File: config.mk
export PLATFORM = sky130hd
export DESIGN_NAME = uart_rx_oversample
export DESIGN_NICKNAME = d
export VERILOG_FILES = /design/src/rtl/uart_rx_oversample.sv
export SDC_FILE = /design/constraint.sdc
export NUM_CORES = 1
export LEC_CHECK = 0
export CAP_MARGIN = 30
export CORE_MARGIN = 5
export CORE_UTILIZATION = 57
export DETAILED_ROUTE_END_ITERATION = 10
export GPL_ROUTABILITY_DRIVEN = 0
export GPL_TIMING_DRIVEN = 1
export PLACE_DENSITY = 0.9
export SYNTH_ARGS = -nofsm -noshare
export SYNTH_HDL_FRONTEND = slang
export SYNTH_SLANG_ARGS = --single-unit
File: constraint.sdc
create_clock -name clk -period 2.2 [get_ports clk]
set_input_delay 0.55 -clock clk [delete_from_list [all_inputs] [get_ports clk]]
set_output_delay 0.55 -clock clk [all_outputs]
set_load 0.005 [all_outputs]
File: src/rtl/uart_rx_oversample.sv
// UART receiver with oversampled bit timing and 3-sample majority vote.
// Reports good bytes, framing errors and parity errors as one-clk pulses,
// and holds in a break state while the line is stuck low.
module uart_rx_oversample #(
  parameter int CLK_FREQ   = 100_000_000,
  parameter int BAUD_RATE  = 115200,
  parameter int OVERSAMPLE = 16,
  parameter bit PARITY_EN  = 1'b0,
  parameter bit PARITY_ODD = 1'b0
) (
  input  logic       clk,
  input  logic       rst_n,
  input  logic       rx_in,
  output logic [7:0] rx_data,
  output logic       rx_valid,
  output logic       rx_busy,
  output logic       frame_err,
  output logic       parity_err,
  output logic       break_det
);

  localparam int DIV = CLK_FREQ / (BAUD_RATE * OVERSAMPLE);
  localparam int TW  = (DIV > 1) ? $clog2(DIV) : 1;
  localparam int SW  = $clog2(OVERSAMPLE);

  localparam logic [TW-1:0] TICK_LAST = TW'(DIV - 1);
  localparam logic [SW-1:0] S_FIRST   = SW'(OVERSAMPLE / 2 - 1);
  localparam logic [SW-1:0] S_MID     = SW'(OVERSAMPLE / 2);
  localparam logic [SW-1:0] S_LAST    = SW'(OVERSAMPLE / 2 + 1);
  localparam logic [SW-1:0] S_WRAP    = SW'(OVERSAMPLE - 1);

  typedef enum logic [2:0] {
    IDLE,
    START,
    DATA,
    PARITY,
    STOP,
    BREAK
  } state_t;

  state_t state, state_n;

  logic          sync1, rxs, rxs_prev;
  logic [TW-1:0] tcnt;
  logic [SW-1:0] scnt;
  logic          samp0, samp1;
  logic [7:0]    shift;
  logic [2:0]    bit_idx;
  logic          par_bad;

  logic tick, vote_pt, bit_end, voted, fall;
  logic clr_cnt, shift_en, idx_clr, idx_inc, par_load, stop_load;

  assign tick    = (tcnt == TICK_LAST);
  assign vote_pt = tick && (scnt == S_LAST);
  assign bit_end = tick && (scnt == S_WRAP);
  assign voted   = (samp0 & samp1) | (samp0 & rxs) | (samp1 & rxs);
  assign fall    = rxs_prev & ~rxs;

  assign rx_busy   = (state != IDLE);
  assign break_det = (state == BREAK);

  // Two-flop synchronizer plus one delayed copy for falling-edge detection; idle is high.
  always_ff @(posedge clk or negedge rst_n) begin
    if (!rst_n) begin
      sync1    <= 1'b1;
      rxs      <= 1'b1;
      rxs_prev <= 1'b1;
    end else begin
      sync1    <= rx_in;
      rxs      <= sync1;
      rxs_prev <= rxs;
    end
  end

  // Oversample tick divider, per-bit sample counter and the first two vote samples.
  always_ff @(posedge clk or negedge rst_n) begin
    if (!rst_n) begin
      tcnt  <= '0;
      scnt  <= '0;
      samp0 <= 1'b0;
      samp1 <= 1'b0;
    end else begin
      if (clr_cnt) begin
        tcnt <= '0;
        scnt <= '0;
      end else if (tick) begin
        tcnt <= '0;
        scnt <= (scnt == S_WRAP) ? '0 : scnt + 1'b1;
      end else begin
        tcnt <= tcnt + 1'b1;
      end
      if (tick && (scnt == S_FIRST)) samp0 <= rxs;
      if (tick && (scnt == S_MID))   samp1 <= rxs;
    end
  end

  // State register.
  always_ff @(posedge clk or negedge rst_n) begin
    if (!rst_n) state <= IDLE;
    else        state <= state_n;
  end

  // Next-state logic and datapath controls; stop-bit action happens at mid-bit so a
  // following start edge half a bit later is caught.
  always_comb begin
    state_n   = state;
    clr_cnt   = 1'b0;
    shift_en  = 1'b0;
    idx_clr   = 1'b0;
    idx_inc   = 1'b0;
    par_load  = 1'b0;
    stop_load = 1'b0;
    case (state)
      IDLE: begin
        if (fall) begin
          state_n = START;
          clr_cnt = 1'b1;
        end
      end
      START: begin
        if (vote_pt && voted) begin
          state_n = IDLE;
        end else if (bit_end) begin
          state_n = DATA;
          idx_clr = 1'b1;
        end
      end
      DATA: begin
        if (vote_pt) shift_en = 1'b1;
        if (bit_end) begin
          if (bit_idx == 3'd7) state_n = PARITY_EN ? PARITY : STOP;
          else                 idx_inc = 1'b1;
        end
      end
      PARITY: begin
        if (vote_pt) par_load = 1'b1;
        if (bit_end) state_n = STOP;
      end
      STOP: begin
        if (vote_pt) begin
          stop_load = 1'b1;
          if (!voted && (shift == 8'h00)) begin
            state_n = BREAK;
            clr_cnt = 1'b1;
          end else begin
            state_n = IDLE;
          end
        end
      end
      BREAK: begin
        if (!rxs)         clr_cnt = 1'b1;
        else if (bit_end) state_n = IDLE;
      end
      default: state_n = IDLE;
    endcase
  end

  // Shift register, parity result, output byte and the registered result pulses.
  always_ff @(posedge clk or negedge rst_n) begin
    if (!rst_n) begin
      shift      <= 8'h00;
      bit_idx    <= 3'd0;
      par_bad    <= 1'b0;
      rx_data    <= 8'h00;
      rx_valid   <= 1'b0;
      frame_err  <= 1'b0;
      parity_err <= 1'b0;
    end else begin
      rx_valid   <= 1'b0;
      frame_err  <= 1'b0;
      parity_err <= 1'b0;
      if (idx_clr) begin
        bit_idx <= 3'd0;
        par_bad <= 1'b0;
      end else if (idx_inc) begin
        bit_idx <= bit_idx + 3'd1;
      end
      if (shift_en) shift <= {voted, shift[7:1]};
      if (par_load) par_bad <= voted ^ (^shift) ^ PARITY_ODD;
      if (stop_load) begin
        rx_data    <= shift;
        rx_valid   <= voted & ~par_bad;
        parity_err <= par_bad;
        frame_err  <= ~voted;
      end
    end
  end

endmodule

# ---- Word-level counts from Yosys, hierarchy flattened
# Cells that the tools add are included.
dict set report totals {
  reg_bits 41
  input_bits 3
  output_inout_bits 13
  wordCells 101
}
dict set report classes {
  n_addsub 3
  n_eq_ne 19
  n_mux 38
  n_bitwise 11
  reduce_logical 15
}
# cell n
set ops {}
lappend ops {{3-bit two-way mux} 12}
lappend ops {{1-bit two-way mux} 19}
lappend ops {{3-bit case mux with 6 select lines} 1}
lappend ops {{4-bit equality test, second input constant} 3}
lappend ops {{4-bit two-way mux} 3}
lappend ops {{6-bit two-way mux} 2}
lappend ops {{2-bit != test, second input constant} 5}
lappend ops {{3-bit equality test, second input constant} 3}
lappend ops {{8-bit logical NOT} 1}
lappend ops {{8-bit AND reduction} 1}
lappend ops {{8-bit XOR reduction} 1}
lappend ops {{6-bit by 1-bit adder with 6-bit output, second input constant} 1}
lappend ops {{3-bit by 2-bit equality test with 1-bit output, second input constant} 2}
lappend ops {{6-bit equality test, second input constant} 1}
lappend ops {{1-bit logical AND} 6}
lappend ops {{2-bit nonzero test} 3}
lappend ops {{1-bit AND} 5}
lappend ops {{4-bit by 1-bit adder with 4-bit output, second input constant} 1}
lappend ops {{4-bit by 3-bit equality test with 1-bit output, second input constant} 1}
lappend ops {{2-bit by 1-bit != test with 1-bit output, second input constant} 2}
lappend ops {{3-bit by 1-bit adder with 3-bit output, second input constant} 1}
lappend ops {{3-bit by 1-bit equality test with 1-bit output, second input constant} 1}
lappend ops {{3-bit logical NOT} 1}
lappend ops {{3-bit != test, second input constant} 1}
lappend ops {{other kinds (6)} 9}

# ---- Longest topological paths before layout
# Gate-level depths: netlist (run 1).
dict set report depth {
  ltp_word 9
  mapped_depth 8
  depth_no_buf 6
}

# ---- Worst setup path before layout (run 1)
# Ideal clock, no wire load.
dict set report synth_path {
  path_type {flip-flop to flip-flop}
  start {register tcnt[1]}
  end {register shift[7]}
  setup_ps 125
  t_arrival_ps 1712
  required_ps 2075
  setup_slack_ps 363
  path_stages_with_launch 9
  path_buffers 2
  synth_period_minus_slack_ps 1837
  path_cell_list {dfrtp_1 inv_1 ha_1 and4b_1 buf_6 nand3_4 or3_1 buf_6 mux2_4}
}
dict set report synth_via {
  elab_chain_len 4
}
# element line_no
set synth_rtl {}
lappend synth_rtl {{start, declared} 44} ;# logic [TW-1:0] tcnt;
lappend synth_rtl {{start signal, assigned} 91} ;# tcnt <= tcnt + 1'b1;
lappend synth_rtl {{6-bit equality test} 54} ;# assign tick = (tcnt == TICK_LAST);
lappend synth_rtl {{1-bit logical AND} 55} ;# assign vote_pt = tick && (scnt == S_LAST);
lappend synth_rtl {{1-bit two-way mux} 130} ;# if (vote_pt) shift_en = 1'b1;
lappend synth_rtl {{1-bit two-way mux} 114} ;# case (state)
lappend synth_rtl {{end signal, assigned} 179} ;# if (shift_en) shift <= {voted, shift[7:1]};
lappend synth_rtl {{end, declared} 47} ;# logic [7:0] shift;
# No other way between the ends.
# A chain may end at the register's enable or synchronous reset.

# ---- Worst setup path in the final report (run 1)
dict set report layout_path {
  start {register state[1]}
  end {output break_det}
}
dict set report layout_via {
  elab_chain_len 1
}
# element line_no
set layout_rtl {}
lappend layout_rtl {{start, declared} 41} ;# state_t state, state_n;
lappend layout_rtl {{start signal, assigned} 101} ;# else state <= state_n;
lappend layout_rtl {{3-bit equality test} 61} ;# assign break_det = (state == BREAK);
lappend layout_rtl {{end, declared} 19} ;# output logic break_det
# No other way between the ends.

==> results.md, run 1 <==
- Clock transition at the registers of the reported paths: 0.11 ns
- Setup violators final: 0
- Reg-to-reg endpoint: shift[1]
- Syn Area/Cell: 10.9 um2
- Crit path time final: approximately 2.1 ns
- Core area: around 3400 um2
- Synth warn: 0
- CTS buffer count: 5
- Syn Inst Count: 182
- Clk_lat worst skew: 0.33 ns
- Met2 GRT Util: about 26%
- Nets: 216
- DRC Markers: 0
- Post-synthesis cell type count: 44
- P&R area growth vs syn: 14.1%
- Initial antenna violation count: 0
- Die area: 4770 um2
- Crit start category: flop
- Post-synth top cells: dfrtp_1 (38), nand2_1 (16), nor2_1 (16)
- Wirelength per Cell: 14.3 um
- Final TNS setup: 0 ns
- Outcome: finished clean
- Register-to-Register Path Depth: 7
- Most frequent cell after synthesis: dfrtp_1
- First-pass GRT wire length: 6310 um
- Row count: 21
- Routed via count: between 1000 and 1500
- Top-area cell type share of the netlist area: between 40% and 50%
- Root Buffer: clkbuf_4
- Top cell family by delay on the critical path: buffers and inverters
- Pwr Total: 1.61 mW
- Peak VDD IR: 0.575 mV
- ANT cells: 0
- Buffers and inverters on the worst path: 2
- Crit path max fanout: 7
- Worst Path Required: 1.65 ns
- Clock Path Buffers: 2
- Post-synthesis xor/xnor area fraction: 4.41%
- RSZ-0062 raised after global routing: no
- Critical Setup Path Class: reg2out
- Number of cells on the critical path: 3
- Detail Route Antenna Nets: 0
- Final Util: roughly 67%
- Seq/Total Area, Yosys: approximately half
- Skew final: 0.0132 ns
- Total GRT Usage: 16.1%
- Post-synth EDFFs: 0
- Post-Synth Adder-Cell Area: 7.43%
- Complex-gate fraction of the synthesized area: 7.61%
- Congestion Overflow GR: 0
- Critical Path AT: 1.58 ns
- WL final: ~3600 um
- Static Leakage: roughly 1.1 nW
- Worst hold slack: 0.251 ns
- F_max: roughly 470 MHz
- Crit share post-route: between 90% and 100%
- Mux share of post-synthesis cell area: 6.42%
- Slowest CP cell: clkdlybuf4s50_1
- R2R Setup Slk: 0.27 ns
- Detailed Route Iter0 Violations: 144
- PortBufs: 15
- Largest net degree at the start of global routing: 42
- Main combinational cell family by area after synthesis: simple AND/OR/NAND/NOR gates
- Clk sink count: 41
- Vias in the first global route: 1338
- M3 GR Usage: ~4.7%
- Worst r2r src: tcnt[1]
- Total power per unit cell area: 711 nW/um2
- I/O Pins: 16
- Post-Synth Simple-Gate Area: roughly 17%
- First-pass DRT Iterations: 4
- Ys async rst share: 100%
- Layout cells sized above 1: 14.8%
- Slew HR: 66.8%
- Worst slew pin tran: around 0.50 ns
- Area of placed instances: 2170 um2
- Post-CTS Hold Buffers: 0
- Max-cap viol count: 0
- Fin area: 2270 um2
- Hold Path Class: in2async
- Worst-path cell chain: nand3b_1 > inv_1 > clkdlybuf4s50_1
- Post-DP HPWL: 2580 um
- Starting Density: 59.1%
- Cell area after synthesis: 1990 um2
- Die height: 69.1 um
- Critical path's largest stage delay: 0.49 ns
- Synth Net Count: 196
- Most used DFF post-synth: dfrtp_1
- Grt met1 use: between 20% and 30%
- Area leader, netlist: dfrtp_1
- CTS tree: built
- Slew Viols, Final: 0
- Chip width: around 69 um
- Final hold viol count: 0
- CTS H-tree lvls: 2
- Vias/cell: approximately 5.5
- Post-synthesis sequential element count: between 40 and 50
- GR peak layer: met2
- CP endpoint kind: output pin
- Synth area leaders: dfrtp_1 (48%), ha_1 (6.9%), mux2i_1 (4.5%)
-- metrics by stage --
step | setup WS [ns] | std cells
final | 0.0735 | 249
after global routing | 0.000870 | 249
after CTS | 0.0193 | 248
after detailed placement | 0.270 | 240
after global placement | 0.338 | 240
after floorplan | 0.363 | 182
-- registers in the layout, summed over array words and instances (netlist names) --
register    flops
bit_idx         3
frame_err       1
par_bad         1
parity_err      1
rx_data         8
rx_valid        1
rxs             1
rxs_prev        1
samp0           1
samp1           1
scnt            4
shift           8
state           3
sync1           1
tcnt            6
-- cells by family after synthesis --
family          Yosys count
mux                      12
flops                    41
simple gates             62
buf+inv                  22
compound gates           23
xor+xnor                 10
fa+ha+maj                12
-- worst max path at each step --
stage | startpoint | end | slack [ns]
2_1_floorplan | tcnt[1] | shift[7] | 0.36
3_3_place_gp | tcnt[1] | shift[6] | 0.34
3_5_place_dp | tcnt[1] | shift[1] | 0.27
4_1_cts | state[1] | break_det | 0.02
5_1_grt | state[1] | break_det | 0.0009
6_report | state[1] | break_det | 0.07
-- where the power goes --
group	leakage (nW)	internal [mW]	switching [mW]
clock	0.0445	0.270	0.233
combinational	0.503	0.0951	0.103
sequential	0.544	0.823	0.0884
total	1.09	1.19	0.424
-- final cells by class --
type                    instances  area [um2]
multi-input cells             119         850
repair buffers                 20         183
clock buffers                   6        51.3
flip-flops and latches         41        1030
well taps                      46        57.6
clock inverters                 2        37.5
inverters                      15        56.3
fillers                       268        1090
-- routing by layer --
layer  part of all wire [%]  wire [um]
met5                      0          0
met4                    1.2         41
met3                    6.6        236
met2                     51       1800
met1                     42       1480
-- placed cells by master, fill, tap and decap left out, types with 9 or more instances in the layout --
master / count
clkdlybuf4s50_1: 14
nand2_1: 16
o21ai_0: 10
ha_1: 11
inv_1: 15
nor2_1: 16
mux2i_1: 9
dfrtp_1: 35
-- worst reg2reg max path: stages, from the launching register on --
cell,delay (ns)
dfrtp_1,0.41
inv_1,0.06
ha_1,0.12
and4b_1,0.38
nand3_4,0.12
or3_1,0.41
buf_4,0.20
mux2i_1,0.17
-- what timing repair did --
item,in CTS,in global routing
buffers inserted,0,1
gates resized for setup,0,3
hold endpoints to repair,0,0
endpoints found under the setup margin,0,2
Note: power is estimated with default switching activity, not from simulation.
==> inputs of run 2 (changes only) <==
--- a/config.mk
+++ b/config.mk
@@ -12,6 +12,7 @@
 export GPL_ROUTABILITY_DRIVEN = 0
 export GPL_TIMING_DRIVEN = 1
 export PLACE_DENSITY = 0.9
+export REMOVE_ABC_BUFFERS = 1
 export SYNTH_ARGS = -nofsm -noshare
 export SYNTH_HDL_FRONTEND = slang
 export SYNTH_SLANG_ARGS = --single-unit
==> run 2 against run 1 <==
Compared with the run above:
- worst hold slack lost 0.025 ns
- utilization grew 0.30 points
- sequential power is essentially flat
- flip-flop and latch count is the same
- worst setup slack gained 0.037 ns
- critical path type unchanged
- largest cell class unchanged
==> results.md, run 2 (synthesis results as in run 1) <==
- Most common cell after layout, fill and taps aside: dfrtp_1
- M3 GR Usage: 5.81% (+1.2 points)
- Total GRT Usage: 15.9% (-0.22 points)
- Detailed Route Iter0 Violations: 138 (-4.2%)
- Worst r2r src: tcnt[1]
- Wirelength per Cell: 13.4 um (-6.0%)
- Outcome: finished clean
- Crit path time final: 2.09 ns (-0.0373 ns)
- Worst hold slack: 0.226 ns (-0.0251 ns)
- Nets: 219 (+1.4%)
- CP endpoint kind: output pin
- Total power per unit cell area: 689 nW/um2 (-3.0%)
- Peak VDD IR: 0.515 mV (-10%)
- ANT cells: 0 (unchanged)
- Final hold viol count: 0 (unchanged)
- Reg power frac: 57.8% (+1.3 points)
- Critical path's largest stage delay: 0.49 ns (about the same)
- Grt met1 use: 20.8% (-0.59 points)
- Worst-path cell chain: nand3b_1 > inv_1 > clkdlybuf4s50_1
- Starting Density: 59.1% (unchanged)
- PortBufs: 15 (unchanged)
- WL final: 3380 um (-4.9%)
- CTS tree: built
- Detail Route Antenna Nets: 0 (unchanged)
- GR peak layer: met2
- Crit share post-route: 95.0% (-1.7 points)
- CTS H-tree lvls: 2 (unchanged)
- Vias/cell: 5.37 (-1.8%)
- Layout cells sized above 1: 15.5% (+0.76 points)
- Clock power frac: 30.0% (-1.2 points)
- Static Leakage: 1.10 nW (+1.1%)
- F_max: 479 MHz (+1.8%)
- Worst slew pin tran: 0.489 ns (-0.00915 ns)
- Die height: 69.1 um (unchanged)
- Setup slack after layout: 0.111 ns (+0.0373 ns)
- Skew final: 0.0145 ns (+0.00133 ns)
- Clk sink count: 41 (unchanged)
- Switching power: 415 uW (-2.0%)
- Switching part of the total: 26.4% (+0.15 points)
- Final TNS setup: 0 ns (unchanged)
- DRC Markers: 0 (unchanged)
- Largest net degree at the start of global routing: 42 (unchanged)
- Root Buffer: clkbuf_4
- Logic pwr share: 12.2% (about the same)
- Critical Setup Path Class: reg2out
- RSZ-0062 raised after global routing: no
- Core area: 3360 um2 (unchanged)
- CTS buffer count: 5 (unchanged)
- Fillers: 276 (+3.0%)
- Pwr Total: 1.57 mW (-2.6%)
- Buffers and inverters on the worst path: 2 (unchanged)
- Slowest CP cell: clkdlybuf4s50_1
- Routed via count: 1353 (-0.66%)
- Critical Path AT: 1.54 ns (-0.04 ns)
- Pre-CTS WS: 0.262 ns (-0.00814 ns)
- Clock Path Buffers: 2 (unchanged)
- Worst Path Required: 1.65 ns (about the same)
- Initial antenna violation count: 0 (unchanged)
- Slew HR: 67.4% (+0.61 points)
- Max-cap viol count: 0 (unchanged)
- Crit path max fanout: 5 (-2)
- Setup violators final: 0 (unchanged)
- Post-DP HPWL: 2480 um (-3.9%)
- Die area: 4770 um2 (unchanged)
- Most frequent cells in the layout: dfrtp_1 (35), nor2_1 (16), nand2_1 (16)
- Slew Viols, Final: 0 (unchanged)
- Crit start category: flop
- P&R area growth vs syn: 14.6%
- Top cell family by delay on the critical path: buffers and inverters
- I/O Pins: 16 (unchanged)
- Final Util: 67.7% (+0.30 points)
- Total internal power: 1.16 mW (-2.8%)
- Clock transition at the registers of the reported paths: 0.12 ns (about the same)
- Vias in the first global route: 1342 (+0.30%)
- Chip width: 69.1 um (unchanged)
- Crit path from: state[1]
- First-pass DRT Iterations: 4 (unchanged)
- Row count: 21 (unchanged)
- Biggest regs: rx_data (8), shift (8), tcnt (6)
- Clk_lat worst skew: 0.35 ns (+0.02 ns)
- Met2 GRT Util: 23.2% (-2.6 points)
- Hold Path Class: in2async
- Congestion Overflow GR: 0 (unchanged)
- First-pass GRT wire length: 6100 um (-3.3%)
run 2: worst paths after layout:
check | end | slack (ns) | cells past startpoint
hold / removal | frame_err | 0.23 | 2
min in group clk | rxs | 0.36 | 0
hold reg to reg | rxs | 0.36 | 0
setup / recovery | break_det | 0.11 | 3
setup reg to reg | shift[3] | 0.25 | 7
max in group asynchronous | rxs | 1.60 | 2
run 2: timing repair:
action | in CTS | in global routing
resized for setup | 1 | 2
setup buffers | 0 | 3
pin swaps | 0 | 0
hold buffers | 0 | 0
setup endpoints to repair | 1 | 2
run 2: final cells by class:
class | instances | area [um2] | area share [%]
clock inverter | 2 | 35.0 | 1.54
sequential | 41 | 1030 | 45.4
tap | 46 | 57.6 | 2.53
inverter | 15 | 56.3 | 2.47
multi-input combinational | 119 | 850 | 37.3
clock buffer | 6 | 41.3 | 1.81
timing repair buffer | 23 | 205 | 9.01
run 2: layer usage:
layer	wire length (um)	vias to the layer above
met5	0	-
met4	67	0
met3	212	4
met2	1530	40
met1	1560	639
li1	-	670
run 2: through the flow:
stage,cell area (um2),cells
global route,2280,252
floorplan,1940,175
detailed placement,2180,241
global placement,2180,241
finish,2280,252
CTS,2250,249
run 2: power groups by stage:
stage          clock [mW]  combinational, mW  sequential [mW]
2_1_floorplan           0              0.142            0.904
3_3_place_gp            0              0.187            0.919
3_5_place_dp            0              0.196            0.923
4_1_cts             0.484              0.198            0.908
5_1_grt             0.518              0.227            0.926
6_report            0.471              0.192            0.909
